<file path="src/rtl/pipelined_adder_pkg.sv">
// Shared defaults and helpers for the pipelined add/subtract unit.
package pipelined_adder_pkg;

    localparam int DEF_WIDTH  = 32;
    localparam int DEF_STAGES = 2;

    // Width of one carry-chain slice; WIDTH is expected to divide evenly by STAGES.
    function automatic int slice_width(input int width, input int stages);
        return width / stages;
    endfunction

endpackage

</file>
<file path="src/rtl/pipelined_adder_if.sv">
// Operand/result handshake bundle for the pipelined adder.
// The master drives operations and accepts results; the slave is the adder.
interface pipelined_adder_if
    import pipelined_adder_pkg::*;
#(
    parameter int WIDTH = DEF_WIDTH
);
    logic             valid_in;
    logic             ready_in;
    logic [WIDTH-1:0] in_1;
    logic [WIDTH-1:0] in_2;
    logic             sub;
    logic             valid_out;
    logic             ready_out;
    logic [WIDTH-1:0] Sum_out;
    logic             carry_out;
    logic             overflow;

    modport master (
        output valid_in, in_1, in_2, sub, ready_out,
        input  ready_in, valid_out, Sum_out, carry_out, overflow
    );

    modport slave (
        input  valid_in, in_1, in_2, sub, ready_out,
        output ready_in, valid_out, Sum_out, carry_out, overflow
    );
endinterface

</file>
<file path="src/rtl/pipelined_adder_slice.sv">
// One SW-bit slice of the carry chain. It also exposes the operand sign bits
// so the top slice can form the signed-overflow term.
module adder_slice #(
    parameter int SW = 16
) (
    input  logic [SW-1:0] a,
    input  logic [SW-1:0] b,
    input  logic          cin,
    output logic [SW-1:0] s,
    output logic          cout,
    output logic          a_sign,
    output logic          b_sign
);

    assign {cout, s} = {1'b0, a} + {1'b0, b} + {{SW{1'b0}}, cin};
    assign a_sign    = a[SW-1];
    assign b_sign    = b[SW-1];

endmodule

</file>
<file path="src/rtl/pipelined_adder.sv">
// Pipelined add/subtract unit. The WIDTH-bit carry chain is cut into STAGES
// slices; stage k adds slice k and registers it together with the completed
// lower sum slices and the still-unprocessed upper operand slices, so the
// full result leaves the last stage aligned. One global advance signal moves
// every stage at once, which keeps the handshake simple and order-preserving.
module pipelined_adder
    import pipelined_adder_pkg::*;
#(
    parameter int WIDTH  = DEF_WIDTH,
    parameter int STAGES = DEF_STAGES
) (
    input  logic               clk,
    input  logic               rst,
    pipelined_adder_if.slave   bus
);

    localparam int SW = slice_width(WIDTH, STAGES);

    logic             adv;
    logic             accept;
    logic [WIDTH-1:0] b_eff;

    // The pipeline moves whenever the output slot is empty or being drained.
    assign adv          = !bus.valid_out || bus.ready_out;
    assign bus.ready_in = adv;
    assign accept       = bus.valid_in && adv;

    // Subtraction is A + ~B + 1: invert B here, inject the +1 as stage-0 carry-in.
    assign b_eff = bus.sub ? ~bus.in_2 : bus.in_2;

    for (genvar k = 0; k < STAGES; k++) begin : g_stage
        localparam int LO = k * SW;
        localparam int HI = LO + SW;

        // Inputs to this stage: valid, carry, accumulator (sum below LO,
        // raw A at and above LO) and the remaining B' bits starting at LO.
        logic                v_prev;
        logic                c_prev;
        logic [WIDTH-1:0]    acc_prev;
        logic [WIDTH-LO-1:0] b_prev;

        logic [SW-1:0]       s_sl;
        logic                c_sl;
        logic                a_sign;
        logic                b_sign;
        logic [WIDTH-1:0]    acc_d;

        logic                v_q;
        logic                c_q;
        logic [WIDTH-1:0]    acc_q;

        if (k == 0) begin : g_src
            assign v_prev   = accept;
            assign c_prev   = bus.sub;
            assign acc_prev = bus.in_1;
            assign b_prev   = b_eff;
        end else begin : g_src
            assign v_prev   = g_stage[k-1].v_q;
            assign c_prev   = g_stage[k-1].c_q;
            assign acc_prev = g_stage[k-1].acc_q;
            assign b_prev   = g_stage[k-1].g_rem.b_q;
        end

        adder_slice #(.SW(SW)) u_slice (
            .a      (acc_prev[LO +: SW]),
            .b      (b_prev[SW-1:0]),
            .cin    (c_prev),
            .s      (s_sl),
            .cout   (c_sl),
            .a_sign (a_sign),
            .b_sign (b_sign)
        );

        // Replace this stage's A slice in the accumulator with its sum slice.
        always_comb begin
            // NOTE: full default before the partial overwrite, so no bit is left unassigned (no latch).
            acc_d           = acc_prev;
            acc_d[LO +: SW] = s_sl;
        end

        // Stage register: valid follows upstream on advance; data loads only
        // with a valid op, so idle (possibly X) inputs never reach the outputs.
        always_ff @(posedge clk or posedge rst) begin
            // NOTE: state is updated with <= so every stage samples the pre-edge value of its neighbour.
            if (rst) begin
                // NOTE: data registers are reset too, because Sum_out and flags must read 0 after reset.
                v_q   <= 1'b0;
                c_q   <= 1'b0;
                acc_q <= '0;
            end else if (adv) begin
                v_q <= v_prev;
                if (v_prev) begin
                    c_q   <= c_sl;
                    acc_q <= acc_d;
                end
            end
        end

        if (k < STAGES - 1) begin : g_rem
            logic [WIDTH-HI-1:0] b_q;
            // Sign bits only matter at the top slice.
            logic                unused_signs;

            assign unused_signs = a_sign ^ b_sign;

            // Carry the still-unprocessed B' slices alongside the accumulator.
            always_ff @(posedge clk or posedge rst) begin
                if (rst) begin
                    b_q <= '0;
                end else if (adv && v_prev) begin
                    b_q <= b_prev[WIDTH-LO-1:SW];
                end
            end
        end else begin : g_out
            logic ov_q;

            // Signed overflow: operands agree in sign but the result does not.
            always_ff @(posedge clk or posedge rst) begin
                if (rst) begin
                    ov_q <= 1'b0;
                end else if (adv && v_prev) begin
                    ov_q <= (a_sign == b_sign) && (s_sl[SW-1] != a_sign);
                end
            end

            assign bus.valid_out = v_q;
            assign bus.Sum_out   = acc_q;
            assign bus.carry_out = c_q;
            assign bus.overflow  = ov_q;
        end
    end

endmodule

</file>
<file path="src/flat_wrapper.sv">
// flat-port wrapper written by rule: the top's interface ports become plain ports
module pipelined_adder_flat import pipelined_adder_pkg::*;
#(
    parameter int WIDTH  = DEF_WIDTH,
    parameter int STAGES = DEF_STAGES
)
  (clk, rst, bus_valid_in, bus_in_1, bus_in_2, bus_sub, bus_ready_out, bus_ready_in, bus_valid_out, bus_Sum_out, bus_carry_out, bus_overflow);
  pipelined_adder_if #(.WIDTH(WIDTH)) bus_i ();
  input  logic clk;
  input  logic rst;
  input wire logic [$bits(bus_i.valid_in)-1:0] bus_valid_in;
  input wire logic [$bits(bus_i.in_1)-1:0] bus_in_1;
  input wire logic [$bits(bus_i.in_2)-1:0] bus_in_2;
  input wire logic [$bits(bus_i.sub)-1:0] bus_sub;
  input wire logic [$bits(bus_i.ready_out)-1:0] bus_ready_out;
  output wire logic [$bits(bus_i.ready_in)-1:0] bus_ready_in;
  output wire logic [$bits(bus_i.valid_out)-1:0] bus_valid_out;
  output wire logic [$bits(bus_i.Sum_out)-1:0] bus_Sum_out;
  output wire logic [$bits(bus_i.carry_out)-1:0] bus_carry_out;
  output wire logic [$bits(bus_i.overflow)-1:0] bus_overflow;
  assign bus_i.valid_in = bus_valid_in;
  assign bus_i.in_1 = bus_in_1;
  assign bus_i.in_2 = bus_in_2;
  assign bus_i.sub = bus_sub;
  assign bus_i.ready_out = bus_ready_out;
  assign bus_ready_in = bus_i.ready_in;
  assign bus_valid_out = bus_i.valid_out;
  assign bus_Sum_out = bus_i.Sum_out;
  assign bus_carry_out = bus_i.carry_out;
  assign bus_overflow = bus_i.overflow;
  pipelined_adder #(.WIDTH(WIDTH), .STAGES(STAGES)) u_core (.clk(clk), .rst(rst), .bus(bus_i));
endmodule
</file>
<file path="config.mk">
export PLATFORM = sky130hd
export DESIGN_NAME = pipelined_adder_flat
export DESIGN_NICKNAME = d
export VERILOG_FILES = /design/src/rtl/pipelined_adder_pkg.sv /design/src/rtl/pipelined_adder_if.sv /design/src/rtl/pipelined_adder_slice.sv /design/src/rtl/pipelined_adder.sv /design/src/flat_wrapper.sv
export SDC_FILE = /design/constraint.sdc
export NUM_CORES = 1
export LEC_CHECK = 0
export CAP_MARGIN = 0
export CORE_MARGIN = 2
export CORE_UTILIZATION = 45
export DETAILED_ROUTE_END_ITERATION = 10
export HOLD_SLACK_MARGIN = 0.02
export PLACE_DENSITY = 0.79
export RECOVER_POWER = 100
export SLEW_MARGIN = 40
export SYNTH_ARGS = -nofsm -noshare
export SYNTH_HDL_FRONTEND = slang
export SYNTH_SLANG_ARGS = --single-unit
</file>
<file path="constraint.sdc">
create_clock -name clk -period 2.5 [get_ports clk]
set_input_delay 0.25 -clock clk [delete_from_list [all_inputs] [get_ports clk]]
set_output_delay 0.25 -clock clk [all_outputs]
set_load 0.03 [all_outputs]
</file>
==> results of run 1 <==
[cell type report]
class | count | area, um^2 | area share, %
multi-input combinational | 404 | 2680 | 41.6
sequential | 85 | 2130 | 33.0
timing repair buffer | 130 | 1230 | 19.0
tap | 140 | 175 | 2.72
clock buffer | 14 | 163 | 2.53
inverter | 10 | 38.8 | 0.602
clock inverter | 1 | 30.0 | 0.466
[registers in the layout (all words and copies together) (netlist names)]
register,cells
u_core.bus.valid_out,1
u_core.g_stage.acc_q,32
u_core.g_stage.g_rem.b_q,16
u_core.bus.overflow,1
u_core.g_stage.c_q,1
u_core.bus.Sum_out,32
u_core.g_stage.v_q,1
u_core.bus.carry_out,1
[worst register-to-register path: stages, from the launching register on]
cell      delay (ps)
dfrtp_1          410
fa_2             440
fa_2             380
a211oi_2         230
o211ai_1         160
a21oi_1          260
a21oi_1          140
xnor2_1          130
o21ai_0          140
[worst max-delay path by stage]
stage                                               start                                       to  slack (ps)  cells past startpoint
2_1_floorplan                                         rst        u_core.bus.Sum_out[0]$_DFFE_PP0P_          60                      1
3_3_place_gp                                  bus_in_2[0]  u_core.g_stage[0].acc_q[12]$_DFFE_PP0P_         -90                      9
3_5_place_dp                                  bus_in_2[1]   u_core.g_stage[0].acc_q[8]$_DFFE_PP0P_        -110                     10
4_1_cts        u_core.g_stage[0].g_rem.b_q[0]$_DFFE_PP0P_         u_core.bus.carry_out$_DFFE_PP0P_           1                      8
5_1_grt        u_core.g_stage[0].g_rem.b_q[0]$_DFFE_PP0P_       u_core.bus.Sum_out[30]$_DFFE_PP0P_          40                      8
6_report       u_core.g_stage[0].g_rem.b_q[0]$_DFFE_PP0P_       u_core.bus.Sum_out[30]$_DFFE_PP0P_         150                      8
[cells in the mapped netlist (all sizes together), types with 2 or more instances]
library cell,n,share of area [%]
a211oi,7,1.1
a21o,9,1.4
a21oi,23,2.3
a31oi,3,0.38
and3,2,0.25
and4,2,0.36
buf,4,0.33
clkbuf,17,1.3
dfrtp,85,43
fa,3,1.2
ha,30,7.6
inv,10,0.76
mux2,18,4.1
mux2i,3,0.61
nand2,118,9.0
nand2b,3,0.38
nand3,7,0.71
nand4,6,0.76
nor2,16,1.2
nor2b,2,0.25
nor3,7,0.71
nor3b,2,0.31
o211ai,5,0.76
o21a,10,1.5
o21ai,54,5.6
o21bai,3,0.46
o31ai,4,0.61
o41ai,2,0.51
xnor2,24,4.3
xor2,28,5.0
[power by group through the flow]
stage,Sequential (mW),Clock (mW),Combinational (mW)
2_1_floorplan,2.57,0,1.21
3_3_place_gp,2.07,0,2.67
3_5_place_dp,2.10,0,2.74
4_1_cts,2.07,0.998,2.77
5_1_grt,2.11,1.06,2.90
6_report,2.06,0.976,2.66
[layer usage]
layer / vias to the layer above / track usage, % / share of wire (%)
li1: 2050 / - / -
met1: 1934 / 24.7 / 43
met2: 113 / 37.0 / 51
met3: 12 / 4.40 / 5.1
met4: 0 / 5.31 / 0.99
met5: - / 0 / 0
[metrics by stage]
stage / instance area, um^2 / utilization [%] / instances
floorplan: 4920 / - / 520
global placement: 6270 / 58.3 / 768
detailed placement: 6270 / 58.3 / 768
CTS: 6470 / 60.2 / 783
global route: 6440 / 59.9 / 784
finish: 6440 / 59.9 / 784
[cells by family (layout without fill, tap and decap cells)]
kind of cell,after synthesis,in the layout,synth area share [%]
XOR/XNOR,52,52,9.26
flip-flops,85,85,43.3
adder cells (fa/ha/maj),33,33,8.86
AND/OR/NAND/NOR,169,169,14.7
multiplexers,21,21,4.73
buffers and inverters,31,155,2.39
AO/OA/AOI/OAI,129,129,16.8
[timing repair]
item / CTS / global route
setup endpoints to repair: 2 / 4
gates resized for setup: 2 / 4
setup buffers: 0 / 1
pin swaps: 0 / 3
==> summary.txt, run 1 <==
Fin worst setup slack -> 145 ps
Tot Pwr -> 5.69 mW
Crit path time final -> 2350 ps
Fmax -> 425 MHz
Startpoint type of the worst setup path -> flop
Hold Path Class -> in -> reg
N_diodes -> 0
VDD IR max -> 0.464 mV
Clock sink total -> 85
PortBufs -> 104
Synth Flop Type -> dfrtp_1
Worst-Margin Slew -> 1410 ps
Worst EP arrival -> 2630 ps
Worst hold path endpoint -> u_core.g_stage[0].acc_q[19]$_DFFE_PP0P_
Worst endpoint required time -> 2780 ps
Mapped cell area -> 4920 um^2
Vias -> 4109
Root Driver -> clkbuf_8
Commonest non-fill, non-tap cells in the layout -> nand2_1, dfrtp_1, clkdlybuf4s50_1
Sum of negative setup slack -> 0 ps
Total wire length -> 11500 um
Core box area -> 10700 um^2
Chip Height -> 109 um
Syn Inst Count -> 520
R2r setup slk -> 150 ps
Syn Nets -> 622
Filler cells -> 948
GRT overflow -> 0
Routability Congestion -> 0.849
Clock transition at the registers of the reported paths -> 80 ps
Comb pwr share -> 46.7%
Switching power -> 2.22 mW
Synthesized area per cell -> 9.46 um^2
Vias/cell -> 5.24
Final setup viols -> 0
Fraction of registers with async set or reset after synthesis -> 100%
Final ANT Viol Nets -> 0
Hold_ws -> 414 ps
Wire length per cell -> 14.6 um
Layout area overhead -> 31.0%
Worst-skew pair later-pin latency -> 360 ps
R2R depth -> 8
Status -> completed
Relative slew slack -> 5.74%
Tcrit/Tclk final -> 94.2%
Maxcap violations -> 0
Unrepaired setup endpoints after global routing -> no
Setup WS pre-CTS -> -111 ps
Die Width -> 109 um
Max incr delay on CP -> 440 ps
Synth warn -> 0
Worst clock skew -> 8.87 ps
#FFs+latches synth -> 85
Sequential power share -> 36.1%
Starting Density -> 45.8%
Final net count -> 742
Rows -> 38
Post-synth EDFFs -> 0
CP Max Fanout -> 3
Layout cells sized above 1 -> 9.78%
Die ar. -> 11800 um^2
Largest net degree at the start of global routing -> 54
Initial antenna violation count -> 0
Largest delay share family, worst path -> compound AO/OA/AOI/OAI gates
Crit path max-delay cell type -> fa_2
Commonest non-fill, non-tap cell in the layout -> nand2_1
Clk pwr share -> 17.1%
Final hold violation count -> 0
Netlist cell types -> 48
First-pass DRT Iterations -> 4
Total CTS buffers -> 9
Final Slew Violations -> 0
Origin of the critical flop-to-flop path -> u_core.g_stage[0].g_rem.b_q[0]$_DFFE_PP0P_
Switch share -> 39.0%
Internal -> 3.47 mW
Post-CTS Hold Fix Bufs -> 0
Critical path endpoint category -> flop
Leakage -> 2.92 nW
Kind of critical path -> reg -> reg
Crit-path cells -> fa_2 -> fa_2 -> a211oi_2 -> o211ai_1 -> a21oi_1 -> a21oi_1 -> xnor2_1 -> o21ai_0
Top Ports -> 105
First-pass GRT wire length -> 18900 um
Remaining DRCs -> 0
Worst path bufs/invs -> 0
GR Util All Layers -> 20.5%
TritonCTS clock tree -> yes
DP HPWL -> 8710 um
Hold Crit Depth -> 3
Pwr Density -> 884 nW/um^2
Register area share after synthesis -> 43.3%
Deepest clock path buffer count -> 2
Number of DRC markers in iteration 0 -> 191
HP Start -> bus_in_1[19]
Number of global-route vias before repair -> 4050
CTS H-tree depth -> 3
Worst R2R End -> u_core.bus.Sum_out[30]$_DFFE_PP0P_
Note: power is estimated with default switching activity, not from simulation.
==> run 2: changes to the inputs <==
- SETUP_SLACK_MARGIN: default -> 0.15
==> run 2 against run 1 <==
  * The flow now finishes with violations (max-capacitance violations, max-slew violations)
  * Core utilization about the same
  * Clock-buffer cell count down 3
  * Flip-flop and latch count stayed put
  * Setup slack worse by 74 ps
==> summary.txt, run 2 (synthesized netlist as in run 1, its figures left out) <==
Area after DPL -> 6270 um^2
Crit-path cells -> fa_2 -> fa_2 -> a211oi_2 -> o211ai_1 -> a21oi_2 -> a21oi_1 -> xnor2_1 -> o21ai_0
Number of global-route vias before repair -> 4133
GR Util All Layers -> 20.4%
N_diodes -> 0
Worst endpoint required time -> 2720 ps
R2R depth -> 8
Pwr Density -> 871 nW/um^2
First-pass DRT Iterations -> 4
Failing checks -> max-capacitance violations, max-slew violations
Die ar. -> 11800 um^2
Multi-input gate area -> 2700 um^2
Final ANT Viol Nets -> 0
Critical path endpoint category -> flop
Origin of the critical flop-to-flop path -> u_core.g_stage[0].c_q$_DFFE_PP0P_
CP dominant cell by count -> fa_2
Leakage -> 2.91 nW
Final hold violation count -> 0
VDD IR max -> 0.478 mV
Startpoint type of the worst setup path -> flop
Status -> finished, violations left
Deepest clock path buffer count -> 2
Fin area -> 6440 um^2
Commonest non-fill, non-tap cell in the layout -> nand2_1
TritonCTS clock tree -> yes
Vias -> 4179
Final net count -> 745
PortBufs -> 104
Kind of critical path -> reg -> reg
Crit path max-delay cell type -> fa_2
Sum of negative setup slack -> 0 ps
Starting Density -> 45.8%
CTS H-tree depth -> 3
Worst EP arrival -> 2640 ps
Number of DRC markers in iteration 0 -> 148
Hold Path Class -> in -> reg
Total wire length -> 11700 um
Layout area overhead -> 31.0%
Worst-Margin Slew -> 1820 ps
Final Slew Violations -> 86
Register area -> 2130 um^2
Top Ports -> 105
Relative slew slack -> -21.4%
GRT overflow -> 0
Wire length per cell -> 14.9 um
Filler cells -> 968
Chip Height -> 109 um
Hold_ws -> 416 ps
Initial antenna violation count -> 0
Total CTS buffers -> 9
Fin worst setup slack -> 71.5 ps
Routability Congestion -> 0.841
CP Launch Point -> u_core.g_stage[0].c_q$_DFFE_PP0P_
Final setup viols -> 0
Setup WS pre-CTS -> -130 ps
Commonest non-fill, non-tap cells in the layout -> nand2_1, dfrtp_1, clkdlybuf4s50_1
CP endpoint -> u_core.bus.Sum_out[30]$_DFFE_PP0P_
Worst R2R End -> u_core.bus.Sum_out[30]$_DFFE_PP0P_
Worst-skew pair later-pin latency -> 350 ps
Unrepaired setup endpoints after global routing -> yes
Remaining DRCs -> 0
R2r setup slk -> 70 ps
Largest net degree at the start of global routing -> 86
Crit path time final -> 2430 ps
Clock sink total -> 85
Worst clock skew -> 11.5 ps
Clock transition at the registers of the reported paths -> 90 ps
Fmax -> 412 MHz
Max incr delay on CP -> 420 ps
CP Max Fanout -> 2
Vias/cell -> 5.31
Rows -> 38
Core box area -> 10700 um^2
Root Driver -> clkbuf_8
Maxcap violations -> 1
Tcrit/Tclk final -> 97.1%
First-pass GRT wire length -> 19100 um
Layout cells sized above 1 -> 11.0%
DP HPWL -> 8550 um
Die Width -> 109 um
[run 2: cell types whose count changed in the layout (fill, tap and decap cells not counted), sizes merged]
cell and delta:
clkinv +2, bufinv -1, clkinvlp +2, clkbuf -4, buf +4
[run 2: what timing repair did]
item,CTS,global route
gates cloned,0,0
endpoints found under the setup margin,6,7
hold endpoints to repair,0,0
setup buffers,0,4
hold buffers,0,0
gates resized for setup,6,9
pin swaps,1,9
[run 2: report_power, final]
group,internal [mW],leakage [nW],switching [mW]
Clock,0.380,0.0812,0.474
Combinational,1.16,1.79,1.54
Sequential,1.81,1.04,0.245
Total,3.35,2.91,2.26
[run 2: metal layers]
layer / share of wire (%) / up-vias / global-route usage, %
met5: 0 / - / 0
met4: 1.1 / 0 / 5.68
met3: 5.6 / 16 / 3.13
met2: 50 / 137 / 35.4
met1: 43 / 1974 / 26.5
li1: - / 2052 / -
[run 2: per-stage QoR]
| stage | util (%) | cells | total power [mW] |
|---|---|---|---|
| floorplan | - | 520 | 3.77 |
| global placement | 58.3 | 768 | 4.75 |
| detailed placement | 58.3 | 768 | 4.84 |
| CTS | 60.1 | 783 | 5.73 |
| global route | 60.0 | 787 | 5.99 |
| finish | 60.0 | 787 | 5.61 |
[run 2: how the worst min path moves through the flow]
stage,endpoint,depth (start not counted),slack (ps),start
floorplan,u_core.g_stage[0].acc_q[16]$_DFFE_PP0P_,2,360,bus_in_1[16]
global route,u_core.g_stage[0].acc_q[30]$_DFFE_PP0P_,3,420,bus_in_1[30]
CTS,u_core.bus.Sum_out[31]$_DFFE_PP0P_,3,390,rst
global placement,u_core.g_stage[0].acc_q[4]$_DFFE_PP0P_,1,460,u_core.g_stage[0].acc_q[4]$_DFFE_PP0P_
finish,u_core.g_stage[0].acc_q[31]$_DFFE_PP0P_,3,420,bus_in_1[31]
detailed placement,u_core.g_stage[0].acc_q[1]$_DFFE_PP0P_,2,470,u_core.g_stage[0].acc_q[1]$_DFFE_PP0P_
[run 2: area by class of cell]
type | instances | area share (%)
multi-input combinational | 404 | 41.9
sequential | 85 | 33.0
timing repair buffer | 133 | 19.1
tap | 140 | 2.72
clock buffer | 11 | 2.19
inverter | 10 | 0.641
clock inverter | 4 | 0.388
[run 2: worst max-delay path: cells and delay by family, from the launching register on]
kind,cells,cell delay (ps)
AOI/OAI and AO/OA,5,920
adders and majority gates,2,820
DFF,1,410
xor gates and xnor gates,1,160
